$ cat config.mk
export PLATFORM = sky130hd
export DESIGN_NAME = irq_ctrl
export DESIGN_NICKNAME = d
export VERILOG_FILES = /design/src/rtl/irq_ctrl.sv
export SDC_FILE = /design/constraint.sdc
export NUM_CORES = 1
export LEC_CHECK = 0
export ABC_CLOCK_PERIOD_IN_PS = 4700
export CORE_UTILIZATION = 35
export CTS_CLUSTER_SIZE = 25
export DETAILED_ROUTE_END_ITERATION = 12
export HOLD_SLACK_MARGIN = 0.03
export PLACE_DENSITY_LB_ADDON = 0.2
export SYNTH_ARGS = -nofsm -noshare
export SYNTH_HDL_FRONTEND = slang
export SYNTH_SLANG_ARGS = --single-unit
$ cat constraint.sdc
create_clock -name g_clk -period 4.7 [get_ports g_clk]
set_input_delay 0.705 -clock g_clk [delete_from_list [all_inputs] [get_ports g_clk]]
set_output_delay 0.705 -clock g_clk [all_outputs]
set_load 0.03 [all_outputs]
$ cat src/rtl/irq_ctrl.sv
// ---------------------------------------------------------------------------
// irq_ctrl -- small external-interrupt controller.
//
// Synchronises NUM_SRC raw request lines and tracks a pending bit per source.
// Edge sources latch on a synchronised rising edge. Level sources follow the
// synchronised level. The lowest-index source that is pending, enabled and
// not gated is presented to the CPU as one request with a 4-bit cause
// (index + 1). The CPU runs a claim/complete handshake through the CLAIM
// register.
//
// Ports
//   g_clk              in   clock, all state on rising edge
//   g_reset            in   asynchronous active-high reset
//   irq_src[N-1:0]     in   raw asynchronous request lines
//   cfg_valid          in   register access strobe (one per cycle)
//   cfg_we             in   1 = write, 0 = read
//   cfg_addr[1:0]      in   0 ENABLE, 1 EDGE, 2 PENDING (W1C), 3 CLAIM
//   cfg_wdata[31:0]    in   write data
//   cfg_rdata[31:0]    out  read data, registered, held until next read
//   cpu_int_external   out  interrupt request to the CPU
//   cpu_int_ext_cause  out  source index + 1 of the request, 0 when idle
// ---------------------------------------------------------------------------
module irq_ctrl #(
  parameter int NUM_SRC = 8
) (
  input  logic               g_clk,
  input  logic               g_reset,
  input  logic [NUM_SRC-1:0] irq_src,
  input  logic               cfg_valid,
  input  logic               cfg_we,
  input  logic [1:0]         cfg_addr,
  input  logic [31:0]        cfg_wdata,
  output logic [31:0]        cfg_rdata,
  output logic               cpu_int_external,
  output logic [3:0]         cpu_int_ext_cause
);

  localparam logic [1:0] ADDR_ENABLE  = 2'd0;
  localparam logic [1:0] ADDR_EDGE    = 2'd1;
  localparam logic [1:0] ADDR_PENDING = 2'd2;
  localparam logic [1:0] ADDR_CLAIM   = 2'd3;

  typedef enum logic [1:0] {
    ST_IDLE    = 2'd0,
    ST_ASSERT  = 2'd1,
    ST_CLAIMED = 2'd2
  } state_t;

  logic [NUM_SRC-1:0] sync1_q, sync2_q, sync3_q;
  logic [NUM_SRC-1:0] enable_q, enable_d;
  logic [NUM_SRC-1:0] edge_q, edge_d;
  logic [NUM_SRC-1:0] pending_q, pending_d;
  logic [NUM_SRC-1:0] gated_q;
  state_t             state_q;
  logic [3:0]         cur_q;
  logic               int_q;
  logic [3:0]         cause_q;
  logic [31:0]        rdata_q, rdata_d;

  logic               wr_en, rd_en;
  logic               claim_rd, claim_wr_ok, disable_cur;
  logic [NUM_SRC-1:0] wdata_src;
  logic [NUM_SRC-1:0] cur_oh, rise, clr, cand;
  logic [3:0]         cur_id;
  logic [3:0]         sel_idx;
  logic               sel_any;

  // Upper write-data bits are architecturally ignored.
  logic               unused_wdata;
  assign unused_wdata = ^cfg_wdata;

  assign wr_en     = cfg_valid & cfg_we;
  assign rd_en     = cfg_valid & ~cfg_we;
  assign wdata_src = cfg_wdata[NUM_SRC-1:0];
  assign cur_id    = cur_q + 4'd1;

  always_comb begin
    cur_oh = '0;
    for (int i = 0; i < NUM_SRC; i++) begin
      cur_oh[i] = (cur_q == 4'(i));
    end
  end

  // A CLAIM read only claims while a request is being presented.
  assign claim_rd    = rd_en && (cfg_addr == ADDR_CLAIM) && (state_q == ST_ASSERT);
  assign claim_wr_ok = wr_en && (cfg_addr == ADDR_CLAIM) && (cfg_wdata[3:0] == cur_id);
  assign disable_cur = wr_en && (cfg_addr == ADDR_ENABLE) && ((wdata_src & cur_oh) == '0);

  // ---- stage: input synchroniser + edge-detect flop ----
  always_ff @(posedge g_clk or posedge g_reset) begin
    if (g_reset) begin
      sync1_q <= '0;
      sync2_q <= '0;
      sync3_q <= '0;
    end else begin
      sync1_q <= irq_src;
      sync2_q <= sync1_q;
      sync3_q <= sync2_q;
    end
  end

  assign rise = sync2_q & ~sync3_q;

  // ---- stage: configuration and pending registers ----
  always_comb begin
    enable_d = enable_q;
    edge_d   = edge_q;
    if (wr_en && (cfg_addr == ADDR_ENABLE)) enable_d = wdata_src;
    if (wr_en && (cfg_addr == ADDR_EDGE))   edge_d   = wdata_src;
  end

  // Edge bits: a new rising edge overrides a same-cycle clear (W1C or claim).
  // Level bits simply track the synchronised line.
  always_comb begin
    clr = '0;
    if (wr_en && (cfg_addr == ADDR_PENDING)) clr = wdata_src;
    if (claim_rd)                            clr = clr | cur_oh;
    pending_d = (edge_q & ((pending_q & ~clr) | rise)) | (~edge_q & sync2_q);
  end

  always_ff @(posedge g_clk or posedge g_reset) begin
    if (g_reset) begin
      enable_q  <= '0;
      edge_q    <= '0;
      pending_q <= '0;
    end else begin
      enable_q  <= enable_d;
      edge_q    <= edge_d;
      pending_q <= pending_d;
    end
  end

  // ---- stage: fixed-priority selection (lowest index wins) ----
  assign cand    = pending_q & enable_q & ~gated_q;
  assign sel_any = |cand;

  always_comb begin
    sel_idx = '0;
    for (int i = NUM_SRC - 1; i >= 0; i--) begin
      if (cand[i]) sel_idx = 4'(i);
    end
  end

  // ---- stage: claim/complete FSM with registered outputs ----
  always_ff @(posedge g_clk or posedge g_reset) begin
    if (g_reset) begin
      state_q <= ST_IDLE;
      cur_q   <= '0;
      gated_q <= '0;
      int_q   <= 1'b0;
      cause_q <= '0;
    end else begin
      unique case (state_q)
        ST_IDLE: begin
          if (sel_any) begin
            cur_q   <= sel_idx;
            state_q <= ST_ASSERT;
            int_q   <= 1'b1;
            cause_q <= sel_idx + 4'd1;
          end
        end
        ST_ASSERT: begin
          // cur is held here; a newly pending higher-priority source waits.
          if (claim_rd) begin
            gated_q <= cur_oh;
            state_q <= ST_CLAIMED;
            int_q   <= 1'b0;
            cause_q <= '0;
          end else if (disable_cur) begin
            state_q <= ST_IDLE;
            int_q   <= 1'b0;
            cause_q <= '0;
          end
        end
        ST_CLAIMED: begin
          if (claim_wr_ok) begin
            gated_q <= '0;
            state_q <= ST_IDLE;
          end
        end
        default: begin
          state_q <= ST_IDLE;
          int_q   <= 1'b0;
          cause_q <= '0;
        end
      endcase
    end
  end

  // ---- stage: register read port ----
  always_comb begin
    rdata_d = rdata_q;
    if (rd_en) begin
      unique case (cfg_addr)
        ADDR_ENABLE:  rdata_d = 32'(enable_q);
        ADDR_EDGE:    rdata_d = 32'(edge_q);
        ADDR_PENDING: rdata_d = 32'(pending_q);
        ADDR_CLAIM:   rdata_d = (state_q == ST_ASSERT) ? {1'b1, 27'b0, cur_id} : 32'd0;
        default:      rdata_d = 32'd0;
      endcase
    end
  end

  always_ff @(posedge g_clk or posedge g_reset) begin
    if (g_reset) rdata_q <= '0;
    else         rdata_q <= rdata_d;
  end

  assign cfg_rdata         = rdata_q;
  assign cpu_int_external  = int_q;
  assign cpu_int_ext_cause = cause_q;

endmodule
; After elaboration in Yosys (flattened, before gate mapping)
; Cells that the tools add are included.
[op_classes]
addsub = 2
eq_ne = 17
mux = 28
bitwise = 18
n_reduce_logical = 18
[ops]
columns = operator, count
row1 = $pmux W32 S4, 1
row2 = $and A8 B8 Y8, 7
row3 = $mux W4, 10
row4 = $mux W32, 1
row5 = $mux W8, 4
row6 = $not A8 Y8, 4
row7 = $or A8 B8 Y8, 3
row8 = $eq A4 B3 Y1 const B, 4
row9 = $pmux W8 S2, 1
row10 = $pmux W4 S3, 1
row11 = $reduce_and A3 Y1, 3
row12 = $add A4 B1 Y4 const B, 2
row13 = $eq A4 B2 Y1 const B, 2
row14 = $logic_and A1 B1 Y1, 8
row15 = $logic_not A8 Y1, 1
row16 = $mux W2, 4
row17 = $reduce_or A8 Y1, 1
row18 = $eq A2 B2 Y1 const B, 3
row19 = $ne A2 B2 Y1 const B, 3
row20 = $pmux W2 S3, 1
row21 = $eq A2 B1 Y1 const B, 2
row22 = $eq A4 B1 Y1 const B, 1
row23 = $eq A4 B4 Y1, 1
row24 = $logic_not A2 Y1, 2
row25 = other kinds (9), 13
[totals]
regBits = 99
input_bits = 46
output_inout_bits = 37
word_cells = 95

; Longest topological paths before layout
[logic_depth]
word_depth = 13
mapped_depth = 8

; Worst setup path before layout
; No wires, ideal clock.
[synth_timing]
path_type = input to register
startpoint = in cfg_addr[0]
endpoint = reg cause_q[2] (netlist: cpu_int_ext_cause[2])
t_arrival_ns = 1.954
t_required_ns = 4.579
setup_slack_ns = 2.626
path_stages = 7
n_path_buf = 2
path_cell_list = buf_6 and4bb_1 buf_6 and3_1 a31o_1 a21bo_1 a22o_1
[synth_via]
elab_chain_cells = 5
elab_cells_between_ends = 10
cone_classes = eq/ne (2) / mux (2) / reduce/logical (6)
[synth_lines]
columns = item, line_no
row1 = start: declaration, 31  ; input logic [1:0] cfg_addr,
row2 = $eq A2 B2 Y1 / $logic_not A2 Y1 (equally long branches), "85, 87"
row3 = $logic_and A1 B1 Y1 (on tied branches) (2 in a row), "85, 87"
row4 = $ne A3 B3 Y1 (no line) / $mux W4 (equally long branches), --
row5 = $reduce_and A3 Y1 (no line) / $pmux W4 S3 (equally long branches), --
row6 = end signal: assignment, 159  ; cause_q <= sel_idx + 4'd1;
row7 = end: declaration, 57  ; logic [3:0] cause_q;
; Several ways; a longest one is shown, not always the timed one.
; A chain may end at the register's enable or synchronous reset.

; Worst setup path after layout
[layout_timing]
startpoint = in cfg_addr[1]
endpoint = reg gated_q[2]
[layout_via]
elab_chain_cells = 5
elab_cells_between_ends = 8
cone_classes = eq/ne (3) / reduce/logical (5)
[layout_lines]
columns = item, line_no
row1 = $eq A2 B2 Y1 *, "85, 86"
row2 = $logic_and A1 B1 Y1 (on tied branches) (2 in a row), "86, 85"
row3 = $ne A2 B2 Y1 (no line), --
row4 = $reduce_and A3 Y1 (no line) *, --
row5 = end signal: assignment, 165  ; gated_q <= cur_oh;
row6 = end: declaration, 53  ; logic [NUM_SRC-1:0] gated_q;
; Mark *: on every way between the ends. The rest lies on a longest branch, timed or not.

==> flow_metrics.env <==
export IMPL_syn2layout_area_growth_pct=17.76
export IMPL_setup_slack_ns=1.800
export IMPL_post_cts_setup_buffers=0
export IMPL_post_place_ws_ns=1.399
export IMPL_grtUsageTotal_pct=16.03
export IMPL_synthArstFlopShare_pct=100.0
export IMPL_tightest_slew_ns=1.031
export IMPL_grt_pass1_wl_mm=12.00
export IMPL_ctsResizeCount=0
export IMPL_power_density_nw_per_um2=518.4
export IMPL_peakVddDrop_uv=182.6
export IMPL_finalInstanceArea_um2=4024
export IMPL_n_fill_cell=930
export IMPL_seq_area_um2=1877
export IMPL_die_w_um=100.8
export IMPL_synthCells=298
export IMPL_crit_fanout=16
export IMPL_required_ns=4.94
export IMPL_setup_viol=0
export IMPL_drive_above_1_share_pct=13.41
export IMPL_endpoint_kind="register"
export IMPL_avgSynthCellArea_um2=11.47
export IMPL_boundaryPins=83
export IMPL_initial_core_util_pct=36.63
export IMPL_routedWlPerCell_um=15.51
export IMPL_grt_antenna_before_repair=0
export IMPL_r2r_start="cur_q[0]"
export IMPL_ys_ff_latch=75
export IMPL_cap_violations=0
export IMPL_drt_total_wl_mm=7.321
export IMPL_ys_flop_type="dfrtp_1"
export IMPL_gp_congestion=0.8326
export IMPL_synth_cell_types=48
export IMPL_path_cells="clkdlybuf4s50_1 > nand3_1 > nor2_2 > a31oi_1 > a22o_1"
export IMPL_whs_endpoint="sync2_q[3]"
export IMPL_dr_first_iter_drc_count=68
export IMPL_period_needed_ns=2.900
export IMPL_cts_buffer_depth=2
export IMPL_cts_tree="built"
export IMPL_cp_slowest_cell="clkdlybuf4s50_1"
export IMPL_crit_arrival_ns=3.14
export IMPL_critPathLaunchType="input pin"
export IMPL_synth_edf_count=0
export IMPL_cts_sinks=75
export IMPL_dieArea_um2=10160
export IMPL_core_area_um2=9328
export IMPL_dpl_hpwl_mm=5.293
export IMPL_ys_seq_area_share_pct=54.92
export IMPL_finalClockSkew_ns=0.009110
export IMPL_port_buffers=35
export IMPL_rr_endpoint="gated_q[2]"
export IMPL_vias_per_cell=4.856
export IMPL_relSlewSlack_pct=30.95
export IMPL_holdWs_ns=0.3513
export IMPL_fp_dieH_um=100.8
export IMPL_clkTransAtPathRegs_ns=0.08
export IMPL_crit_type="in -> reg"
export IMPL_hold_path_class="reg -> reg"
export IMPL_grt_ovfl_total=0
export IMPL_hold_viol=0
export IMPL_cpPeakStageDelay_ns=0.84
export IMPL_multi_input_area_um2=1359
export IMPL_drc_errors=0
export IMPL_netlist_area_um2=3417
export IMPL_holdPathStages=0
export IMPL_nets=391
export IMPL_p_leak_nw=1.834
export IMPL_worstRegToRegCells=7
export IMPL_first_global_vias=2298
export IMPL_r2r_slack_ns=2.11
export IMPL_row_count=35
export IMPL_cts_htree_levels=3
export IMPL_cts_hold_buf=0
export IMPL_vias=2292
export IMPL_drv_slew=0
export IMPL_grt_max_degree=41
export IMPL_timing_fmax_mhz=344.8
export IMPL_rsz0062_at_grt="false"
export IMPL_fin_crit_sh_pct=61.70
export IMPL_firstDrtPassIters=4
export IMPL_clk_latency_ns=0.35
export IMPL_fin_tns_setup_ns=0
export IMPL_place_area_um2=3807
export IMPL_synth_warnings=0
export IMPL_cts_buffers=9
export IMPL_postRouteAntennaNets=0
export IMPL_diodes=0
export IMPL_cts_root_buffer="clkbuf_8"
export IMPL_status="complete, no violations"
export IMPL_holdCritStartpoint="sync1_q[3]"
layer usage:
layer | GRT usage (%) | share of wire (%) | vias to the layer above
li1 | - | - | 1085
met1 | 21.49 | 49 | 1129
met2 | 24.71 | 45 | 70
met3 | 5.132 | 4.8 | 8
met4 | 5.017 | 1.3 | 0
met5 | 0 | 0 | -
state kept, by name (all words and copies together) (netlist names):
signal	count
cfg_rdata	9
edge_q	8
enable_q	8
gated_q	8
pending_q	8
sync1_q	8
sync2_q	8
sync3_q	8
cpu_int_ext_cause	4
cur_q	3
state_q	2
cpu_int_external	1
cells in the mapped netlist (2+ instances only):
cell | instances | share of area [%]
nand2_1 | 32 | 3.5
o32ai_1 | 2 | 0.51
nand2b_1 | 7 | 1.3
a221oi_1 | 5 | 1.3
inv_1 | 9 | 0.99
nand4_1 | 2 | 0.37
buf_6 | 3 | 0.99
nor2_1 | 11 | 1.2
nand3_1 | 6 | 0.88
xnor2_1 | 4 | 1.0
a21oi_1 | 12 | 1.8
o21ai_0 | 9 | 1.3
nor2b_1 | 6 | 1.1
mux2i_1 | 4 | 1.2
buf_4 | 23 | 5.1
nand3b_1 | 7 | 1.5
o22ai_1 | 3 | 0.55
a21o_1 | 7 | 1.5
a31oi_1 | 2 | 0.37
a22oi_1 | 2 | 0.44
a22o_1 | 10 | 2.6
a21bo_2 | 2 | 0.59
and3_1 | 2 | 0.37
o21ai_1 | 2 | 0.29
ha_1 | 7 | 2.6
clkbuf_1 | 4 | 0.44
dfrtp_1 | 75 | 55
mux2_2 | 19 | 6.3
a21bo_1 | 2 | 0.59
placed cells by master (no fill, tap or decap), drive strengths merged, types with 3 or more instances in the layout:
cell type / count
dfrtp: 75
clkdlybuf4s50: 35
nand2: 32
conb: 23
mux2: 20
a21oi: 12
nor2: 12
o21ai: 11
a22o: 10
inv: 10
clkbuf: 9
nand2b: 7
nand3b: 7
a21o: 7
ha: 7
nor2b: 6
nand3: 6
a221oi: 5
clkinv: 5
xnor2: 4
mux2i: 4
a21bo: 4
o22ai: 3
buf: 3
worst max path at each step:
stage / depth (start not counted) / startpoint / endpoint / slack, ns
after floorplan: 1 / g_reset / cfg_rdata[0] / 2.09
after global placement: 5 / cfg_we / gated_q[2] / 1.40
after detailed placement: 5 / cfg_we / gated_q[0] / 1.40
after CTS: 5 / cfg_we / gated_q[2] / 1.77
after global routing: 5 / cfg_we / gated_q[1] / 1.63
final: 5 / cfg_addr[1] / gated_q[2] / 1.80
critical path: cells and delay by family:
family          cells  cell delay, ns
simple gates        2            0.90
buf+inv             1            0.84
compound gates      2            0.67
logic make-up (layout without fill, tap and decap cells):
kind of cell	count (synthesis)	count (layout)	synth area share, %
other cells	1	23	0.1097
buf+inv	41	64	7.726
simple gates	80	80	11.97
mux	24	24	7.763
flops	75	75	54.92
compound gates	65	65	13.66
xor+xnor	5	5	1.282
fa+ha+maj	7	7	2.563
area by class of cell:
cell class	instances	share of cell area (%)
clock inverter	7	2.301
sequential	75	46.64
tap	129	4.011
timing repair buffer	38	9.266
clock buffer	9	3.078
inverter	10	0.9328
multi-input combinational	204	33.77
where the power goes:
part	total (mW)	internal [mW]	leakage [nW]	switching, mW
registers	0.888	0.776	0.913	0.112
logic	0.657	0.293	0.808	0.364
clock network	0.541	0.298	0.113	0.243
metrics by stage:
stage / utilization (%) / power [mW] / instances
after floorplan: - / 1.366 / 320
after global placement: 40.82 / 1.551 / 456
after detailed placement: 40.82 / 1.559 / 456
after CTS: 43.14 / 2.102 / 472
after global routing: 43.14 / 2.213 / 472
final: 43.14 / 2.086 / 472
Power figures use the tool's default switching activity.
==> variant (same settings) <==
The 3 states of `state_t` get a one-hot encoding in 3 bits.
--- a/src/rtl/irq_ctrl.sv
+++ b/src/rtl/irq_ctrl.sv
@@ -41,8 +41,8 @@
   localparam logic [1:0] ADDR_CLAIM   = 2'd3;
 
-  typedef enum logic [1:0] {
-    ST_IDLE    = 2'd0,
-    ST_ASSERT  = 2'd1,
-    ST_CLAIMED = 2'd2
+  typedef enum logic [2:0] {
+    ST_IDLE    = 3'b001,
+    ST_ASSERT  = 3'b010,
+    ST_CLAIMED = 3'b100
   } state_t;
 
Formal check against the unedited RTL: no difference found for any inputs over 4 cycles, from zero or initial values and one cycle with g_reset high; so few cycles prove little.
==> variant against the unedited design <==
Core utilization is 1.3 points lower. Setup slack better by 0.11 ns. Synthesized cell count grew 3.0%. Area after synthesis is 2.0% higher. Sequential cell count grew 1. Wire length hardly changed. Die area grew 1.9%. Power shrank 3.5%. Count of clock-buffer cells in the layout is 4 higher. Hold slack about the same. First-iteration DRC count is 22% higher. Non-clock buffer count is 2 lower. Cell area grew 1.2%. Combinational power decreased by 2%. Critical path type unchanged. Highest routed layer unchanged.
==> variant: results (changes against the unedited design) <==
[worst_setup_path]
path_max_fanout = 17  ; +1
arrival_ns = 3.03  ; -0.11 ns
worst_path_max_delay_cell = clkdlybuf4s50_1
crit_path_max_incr_delay_ns = 0.77  ; -0.07 ns
cp-endpoint = pending_q[5]
rrSetupSlack_ns = 2.39  ; +0.28 ns
cp-startpoint = cfg_addr[0]

[placement]
gp_congestion = 0.7820  ; -6.1%
dp_worst_setup_slack_ns = 1.505  ; +0.1062 ns
numPortBuffers = 35  ; unchanged
dpl.hpwl_um = 5214  ; -1.5%

[sta]
worstMarginPinSlew_ns = 0.7535  ; -0.2775 ns
fin_crit_ns = 2.790  ; -0.1100 ns
holdWs_ns = 0.3512  ; -0.0001250 ns
skew_ns = 0.01151  ; +0.002402 ns

[drt]
routedWlPerCell_um = 15.17  ; -2.2%
route.detailed.drc = 0  ; unchanged
wl_met1_um = 3661  ; +1.6%
dr_wl_met3_um = 258  ; -27%
via_per_inst = 4.946  ; +1.9%
routed-wl-met2_um = 3277  ; +0.28%
top_layer = met4

[yosys]
synth_xor_area_share_pct = 1.005  ; -0.28 points
synth_mux_area_share_pct = 6.930  ; -0.83 points
ys_seq_area_share_pct = 54.61  ; -0.31 points
synth_compound_area_share_pct = 14.54  ; +0.88 points
ys_types = 52  ; +8.3%
synthTopCellsByArea = dfrtp_1, mux2_2, buf_4
synth_common_cells = dfrtp_1, nand2_1, buf_4
synth_fa_ha_area_share_pct = 2.513  ; -0.050 points
async_flop_share_pct = 100.0  ; unchanged

[global_route]
first_global_vias = 2282  ; -0.70%
grtUsageMet1_pct = 21.86  ; +0.37 points
grtUsageMet2_pct = 24.27  ; -0.44 points
met3_usage_pct = 3.175  ; -2.0 points
track_usage_pct = 15.95  ; -0.085 points
antenna_found_initial = 0  ; unchanged
grt_start_max_net_pins = 45  ; +9.8%
grt_pass1_wl_um = 12170  ; +1.4%

[hold_path]
whs_path_depth = 0  ; unchanged
worstHoldEndpoint = sync2_q[2]

[power]
peakVddDrop_uv = 145.2  ; -20%
leakage_uw = 0.001823  ; -0.62%

[status]
outcome = finished, final reports clean

[finish]
drive_gt1_share_pct = 13.43  ; +0.017 points

==> variant: final cells by class <==
type | instances | area, um2
fillers | 959 | 5659
flip-flops and latches | 76 | 1903
multi-input cells | 215 | 1428
repair buffers | 36 | 357.8
well taps | 133 | 166.4
clock buffers | 13 | 148.9
clock inverters | 2 | 35.03
inverters | 8 | 31.28
==> variant: logic make-up after synthesis <==
group / Yosys count
muxes: 22
xor gates and xnor gates: 4
buffers and inverters: 38
and+or+nand+nor: 88
adders and majority gates: 7
other: 1
DFF: 76
AOI/OAI and AO/OA: 71
==> variant: per-stage QoR <==
| step | cells | utilization, % |
|---|---|---|
| floorplan | 329 | - |
| global placement | 468 | 39.94 |
| detailed placement | 468 | 39.94 |
| CTS | 483 | 41.83 |
| global route | 483 | 41.83 |
| finish | 483 | 41.83 |
==> variant: power by group <==
part	total (uW)	internal, uW	switching [uW]	leakage [uW]
Sequential	890	781	109	0.000930
Combinational	641	278	362	0.000799
Clock	482	257	225	0.0000935
Total	2010	1320	696	0.00182
